## src/rtl/voice_mixer_pkg.sv

```systemverilog
// Shared definitions for the voice mixer and later effect stages:
// sample width, saturation limits, mixer state encoding and default timeout.
package voice_mixer_pkg;

    localparam int SAMPLE_W        = 16;
    localparam int SUM_W           = SAMPLE_W + 2;
    localparam int TIMEOUT_DEFAULT = 64;

    localparam logic signed [SAMPLE_W-1:0] SAT_MAX = 16'sh7FFF;
    localparam logic signed [SAMPLE_W-1:0] SAT_MIN = 16'sh8000;

    typedef enum logic [1:0] {
        IDLE    = 2'd0,
        COLLECT = 2'd1,
        SUM     = 2'd2
    } mix_state_e;

endpackage

```

## src/rtl/voice_mixer_sample_saturate.sv

```systemverilog
// Combinational signed clamp from the widened accumulator width down to one
// sample; shared by the mixer and any later effect stage.
module voice_mixer_sample_saturate
    import voice_mixer_pkg::*;
(
    input  logic signed [SUM_W-1:0]    din,
    output logic signed [SAMPLE_W-1:0] dout
);

    localparam logic signed [SUM_W-1:0] MAX_EXT = SUM_W'(SAT_MAX);
    localparam logic signed [SUM_W-1:0] MIN_EXT = SUM_W'(SAT_MIN);

    // Clamp to the representable sample range
    always_comb begin
        dout = din[SAMPLE_W-1:0];
        if (din > MAX_EXT) begin
            dout = SAT_MAX;
        end else if (din < MIN_EXT) begin
            dout = SAT_MIN;
        end else begin
            dout = din[SAMPLE_W-1:0];
        end
    end

endmodule

```

## src/rtl/voice_mixer.sv

```systemverilog
// Per-frame voice mixer: gathers one sample per enabled voice, sums, shifts,
// saturates and hands the result to the codec with a one-cycle ready pulse.
module voice_mixer
    import voice_mixer_pkg::*;
#(
    parameter int NUM_VOICES = 3,
    parameter int TIMEOUT    = TIMEOUT_DEFAULT
) (
    input  logic                           clk,
    input  logic                           reset,
    input  logic                           generate_next_sample,
    input  logic [NUM_VOICES-1:0]          voice_enable,
    input  logic [NUM_VOICES*SAMPLE_W-1:0] voice_sample,
    input  logic [NUM_VOICES-1:0]          voice_valid,
    input  logic [1:0]                     master_shift,
    output logic [SAMPLE_W-1:0]            mix_sample,
    output logic                           mix_ready,
    output logic                           underrun,
    output logic                           overrun
);

    localparam int CNT_W = $clog2(TIMEOUT) + 1;

    mix_state_e                  state_r, state_next_s;
    logic [NUM_VOICES-1:0]       got_r, got_upd_s;
    logic signed [SAMPLE_W-1:0]  cap_r [NUM_VOICES];
    logic [CNT_W-1:0]            cnt_r;
    logic                        timed_out_r;
    logic                        all_got_s, timeout_hit_s;
    logic signed [SUM_W-1:0]     sum_s, shifted_s;
    logic signed [SAMPLE_W-1:0]  sat_s;
    logic signed [SAMPLE_W-1:0]  mix_sample_r, mix_next_s;
    logic                        ready_r, ready_next_s;
    logic                        underrun_r, underrun_next_s;
    logic                        overrun_r, overrun_next_s;

    // Capture-progress view including strobes arriving this cycle
    always_comb begin
        got_upd_s     = got_r | voice_valid;
        all_got_s     = &got_upd_s;
        timeout_hit_s = (cnt_r == CNT_W'(TIMEOUT - 1));
    end

    // State register
    always_ff @(posedge clk) begin
        if (reset) begin
            state_r <= IDLE;
        end else begin
            state_r <= state_next_s;
        end
    end

    // Next-state decode
    always_comb begin
        state_next_s = state_r;
        case (state_r)
            IDLE: begin
                if (generate_next_sample) state_next_s = COLLECT;
                else                      state_next_s = IDLE;
            end
            COLLECT: begin
                if (all_got_s || timeout_hit_s) state_next_s = SUM;
                else                            state_next_s = COLLECT;
            end
            SUM:     state_next_s = IDLE;
            default: state_next_s = IDLE;
        endcase
    end

    // Capture registers, got flags, timeout counter; disabled voices pre-marked as got
    always_ff @(posedge clk) begin
        if (reset) begin
            got_r       <= '0;
            cnt_r       <= '0;
            timed_out_r <= 1'b0;
            for (int i = 0; i < NUM_VOICES; i++) cap_r[i] <= '0;
        end else begin
            case (state_r)
                IDLE: begin
                    if (generate_next_sample) begin
                        got_r       <= ~voice_enable;
                        cnt_r       <= '0;
                        timed_out_r <= 1'b0;
                        for (int i = 0; i < NUM_VOICES; i++) cap_r[i] <= '0;
                    end
                end
                COLLECT: begin
                    for (int i = 0; i < NUM_VOICES; i++) begin
                        if (!got_r[i] && voice_valid[i]) begin
                            cap_r[i] <= voice_sample[SAMPLE_W*i +: SAMPLE_W];
                        end
                    end
                    got_r <= got_upd_s;
                    cnt_r <= cnt_r + CNT_W'(1);
                    if (timeout_hit_s && !all_got_s) timed_out_r <= 1'b1;
                end
                default: begin
                end
            endcase
        end
    end

    // Widened signed sum of captures followed by the master attenuation
    always_comb begin
        sum_s = '0;
        for (int i = 0; i < NUM_VOICES; i++) begin
            sum_s = sum_s + SUM_W'(cap_r[i]);
        end
        shifted_s = sum_s >>> master_shift;
    end

    voice_mixer_sample_saturate u_sat (
        .din  (shifted_s),
        .dout (sat_s)
    );

    // Output decode: result and pulses are produced only from SUM
    always_comb begin
        ready_next_s    = 1'b0;
        underrun_next_s = 1'b0;
        mix_next_s      = mix_sample_r;
        overrun_next_s  = generate_next_sample && (state_r != IDLE);
        if (state_r == SUM) begin
            ready_next_s    = 1'b1;
            underrun_next_s = timed_out_r;
            mix_next_s      = sat_s;
        end else begin
            ready_next_s    = 1'b0;
            underrun_next_s = 1'b0;
            mix_next_s      = mix_sample_r;
        end
    end

    // Registered outputs
    always_ff @(posedge clk) begin
        if (reset) begin
            mix_sample_r <= '0;
            ready_r      <= 1'b0;
            underrun_r   <= 1'b0;
            overrun_r    <= 1'b0;
        end else begin
            mix_sample_r <= mix_next_s;
            ready_r      <= ready_next_s;
            underrun_r   <= underrun_next_s;
            overrun_r    <= overrun_next_s;
        end
    end

    assign mix_sample = mix_sample_r;
    assign mix_ready  = ready_r;
    assign underrun   = underrun_r;
    assign overrun    = overrun_r;

endmodule
```

## config.mk

```make
export PLATFORM = sky130hd
export DESIGN_NAME = voice_mixer
export DESIGN_NICKNAME = d
export VERILOG_FILES = /design/src/rtl/voice_mixer_pkg.sv /design/src/rtl/voice_mixer_sample_saturate.sv /design/src/rtl/voice_mixer.sv
export SDC_FILE = /design/constraint.sdc
export NUM_CORES = 1
export LEC_CHECK = 0
export ABC_AREA = 1
export CAP_MARGIN = 5
export CORE_MARGIN = 2
export CORE_UTILIZATION = 59
export DETAILED_ROUTE_END_ITERATION = 6
export PLACE_DENSITY = 0.95
export SYNTH_ARGS = -nofsm -noshare
export SYNTH_HDL_FRONTEND = slang
export SYNTH_SLANG_ARGS = --single-unit
```

## constraint.sdc

```tcl
create_clock -name clk -period 7.51 [get_ports clk]
set_input_delay 2.253 -clock clk [delete_from_list [all_inputs] [get_ports clk]]
set_output_delay 2.253 -clock clk [all_outputs]
set_load 0.02 [all_outputs]
```

# Word-level counts from Yosys, hierarchy flattened
# Memories as Yosys holds them, arrays and structs flattened.
# Index checks and enable logic that the tools add are counted.
# Widths: inputs -> output; s select.
# word_totals
ram_bits	48
input_bits	59
n_memories	1
word_cells	83
register_bits	32
out_inout_bits	19
# op_classes
reduce_logical	17
order_cmp	2
mux	37
eq_ne	5
n_bitwise	9
shift	1
addsub	3
# memory_table
name	words	width	rd	rd_ports_with_merged_regs	write_ports	line	source
cap_r	3	16	3	0	3	voice_mixer.sv:26	logic signed [SAMPLE_W-1:0] cap_r [NUM_VOICES];
# op_table
operator	n
$mux 16	8
$mux 1	22
$add 17x16->18	1
$gt 18x16->1 const B	1
$lt 18x16->1 const B	1
$sshr 18x2->18	1
$add 16x16->17	1
$pmux 7 s2	1
$add 7x1->7 const B	1
$eq 7x6->1 const B	1
$mux 7	1
$or 1x1->1	6
$pmux 3 s2	1
$reduce_and 3->1	2
$logic_and 1x1->1	5
$logic_not 1->1	4
$ne 2x2->1 const B	2
$pmux 2 s2	1
$reduce_bool 2->1	2
$mux 3	1
$not 3->3	1
$or 3x3->3	1
$eq 2x1->1 const B	1
$eq 2x2->1 const B	1
other kinds (7)	7

# Depth between registers and ports, before layout
# depth
depth_word	7
ltp_mapped	21
depth_no_buf	20

# By module
# From an unflattened synthesis, not the netlist that was laid out.
# hier_totals
hier_cells	653
hier_area_um2	5003.5
# by_module_without_submodules
mod	cells_each	area_per_inst_um2	seq_area_each_um2	instances
voice_mixer	617	4809.6	2082.0	1
voice_mixer_sample_saturate	36	193.9	0.0	1

# Worst setup path after synthesis
# OpenSTA, ideal clock, no wires.
# synth_timing
path_type	input -> register
startpoint	input reset
endpoint	memory cap_r[0][0] (data pin)
required_time_ps	7254
slack_ps	3981
stages	7
setup_ps	256
n_path_buf	3
t_arrival_ps	3274
cell_sequence	clkbuf_1 nor2_2 nand3_1 and3_1 buf_2 buf_2 nor2_1
# synth_rtl
item	line	source
start: declaration	voice_mixer.sv:10	input logic reset,
end: declaration	voice_mixer.sv:26	

==> reports/metrics.csv <==
metric,value,unit
status,completed,
CTS Buffer Depth,2,
crit path kind,in -> reg,
"Hold Vio Cnt, Final",0,
total grt overflow,0,
Cells after DPL,813,
unrepaired setup endpoints after global routing,false,
Post-Syn Area,4990,sq um
yosys warns,0,
max_cap viols,0,
dpl ws,2.78,ns
fin area,6010,sq um
final non-filler cell total,829,
"Buf+Inv Stages, Crit Path",3,
Critical Path RT,7.50,ns
register area share after synthesis,0.417,
syn nets,742,
area grow syn2layout,20.4,%
final setup margin,3.16,ns
post-CTS setup buffers,0,
crit end category,register,
Slew Limit Fails,0,
Placer Congestion,0.820,
Post-synth top flop,edfxtp_1,
clk sinks,80,
initial core utilization,0.608,
layout cells sized above 1,0.0677,
Yosys top cell by area,edfxtp_1,
HP Class,reg -> reg,
Final nets,812,
largest net degree at the start of global routing,49,
minimum clock period,4.35,ns
initial antenna violation count,0,
DR vias,4288,
worst skew pair latency,0.37,ns
H-tree levels,3,
Core ar.,8220,sq um
leak pwr,2.94,nW
number of flops mapped to enable cells by yosys,48,
Die W,96.0,microns
PD cells,246,nW/um^2
gr usage total,0.253,
Post-CTS Resized,0,
clk_skew,0.0145,ns
Final Total Pwr,0.00148,W
"Largest delay share family, worst path",buffers and inverters,
initial detailed-routing violation count,225,
CTS Buf Count,9,
CTS tree,done,
# IOs,78,
maximum vdd ir drop,0.000152,V
max_slew headroom,0.486,
Worst-Margin Slew,0.770,ns
crit-path max FO,18,
Synth cell types,35,
CP Launch Type,input pin,
clk slew on worst S/H paths,0.09,ns
FP Rows,33,
Via density,5.17,
CP max stage cell,clkdlybuf4s50_1,
ANT nets after route,0,
hpwl dp,8.15,mm
crit-path cells,clkdlybuf4s50_1 -> inv_1 -> nand2_1 -> inv_1 -> nand2_1,
CTS root buffer,clkbuf_8,
Yosys top cell area share,0.289,
n_diodes,0,
"FF+latch count, synth",80,
Area after DPL,5810,sq um
vias in the first global route,4114,
drt first pass iters,5,
WL per Instance,12.9,microns
Chip Height,96.0,microns
Syn Area/Cell,7.69,sq um
post-route setup TNS,0,ns
first-pass GRT wire length,18.0,mm
fin crit share,0.579,
die area,9220,sq um
synth top area cells,"edfxtp_1 (29%), dfxtp_1 (13%), nand2_1 (12%)",
"slowest stage delay, CP",0.86,ns
drc violations,0,
# hold bufs at CTS,0,
Gate Count Post-Synth,649,
asr flop ratio synth,0,
# port buffers,77,
Worst EP arrival,4.34,ns
Total Wirelength,10.7,mm
setup violators final,0,
Max Clock Freq,230,MHz
-- metal layers --
layer / GRT usage / vias up / wire length, microns
li1: - / 2168 / -
met1: 0.305 / 1931 / 4490
met2: 0.447 / 161 / 5370
met3: 0.0572 / 28 / 567
met4: 0.0857 / 0 / 229
met5: 0 / - / 0
-- power breakdown --
part / internal, W / switching [W]
Clock: 0.000157 / 0.000173
Sequential: 0.000515 / 0.0000239
Combinational: 0.000230 / 0.000382
Total: 0.000903 / 0.000578
-- final cells by class --
type	count	area (sq um)
Clock buffer	9	124
Clock inverter	7	76.3
Fill cell	599	2200
Inverter	120	450
Multi-Input combinational cell	429	2360
Sequential cell	80	2080
Tap cell	105	131
Timing Repair Buffer	79	786
-- cell usage in the layout, fill, tap and decap left out, types with 19 or more instances in the layout --
cell type	count
nor2_1	68
inv_1	118
dfxtp_1	32
o21ai_0	19
edfxtp_1	48
clkdlybuf4s50_1	77
nand3_1	60
a21oi_1	35
nand2_1	159
-- per-stage QoR --
stage	hold WS (ns)	util
after CTS	0.488	0.732
after global placement	0.450	0.707
final	0.485	0.732
after global routing	0.504	0.732
after floorplan	0.440	-
after detailed placement	0.474	0.707
-- path summary, 6_finish.rpt --
path	start	endpoint	slack, ns	cells after the start
hold reg to reg	timed_out_r	timed_out_r	0.48	2
setup reg to reg	cap_r[0][1]	mix_sample[8]	4.38	20
hold / removal	timed_out_r	timed_out_r	0.48	2
setup / recovery	reset	cap_r[0][42]	3.16	5
-- cells in the mapped netlist, drive strengths merged, types with 2 or more instances --
cell type	n
nand3b	3
buf	11
clkbuf	9
edfxtp	48
dfxtp	32
and3	2
or2	16
ha	17
nand3	60
xnor2	5
a21oi	38
nand2	167
fa	17
inv	120
nor2	70
xor2	2
o21ai	19
nor3	5
-- flip-flops by register name, indices dropped and copies added (netlist names), 2 cells and up --
name,flops
mix_sample,16
cnt_r,7
state_r,2
cap_r,48
got_r,3
-- logic make-up (layout without fill, tap and decap cells) --
family | Yosys count | count (layout) | synth area share
adder cells (fa/ha/maj) | 34 | 34 | 0.111
AND/OR/NAND/NOR | 326 | 326 | 0.282
AO/OA/AOI/OAI | 61 | 61 | 0.0659
XOR/XNOR | 7 | 7 | 0.0123
flip-flops | 80 | 80 | 0.417
multiplexers | 1 | 1 | 0.00200
buffers and inverters | 140 | 215 | 0.110
-- worst min-delay path, delay by kind of cell, from the launching register on --
family | cells | cell delay [ns]
flip-flops | 1 | 0.32
AO/OA/AOI/OAI | 1 | 0.06
AND/OR/NAND/NOR | 1 | 0.06
Note: power is estimated with default switching activity, not from simulation.
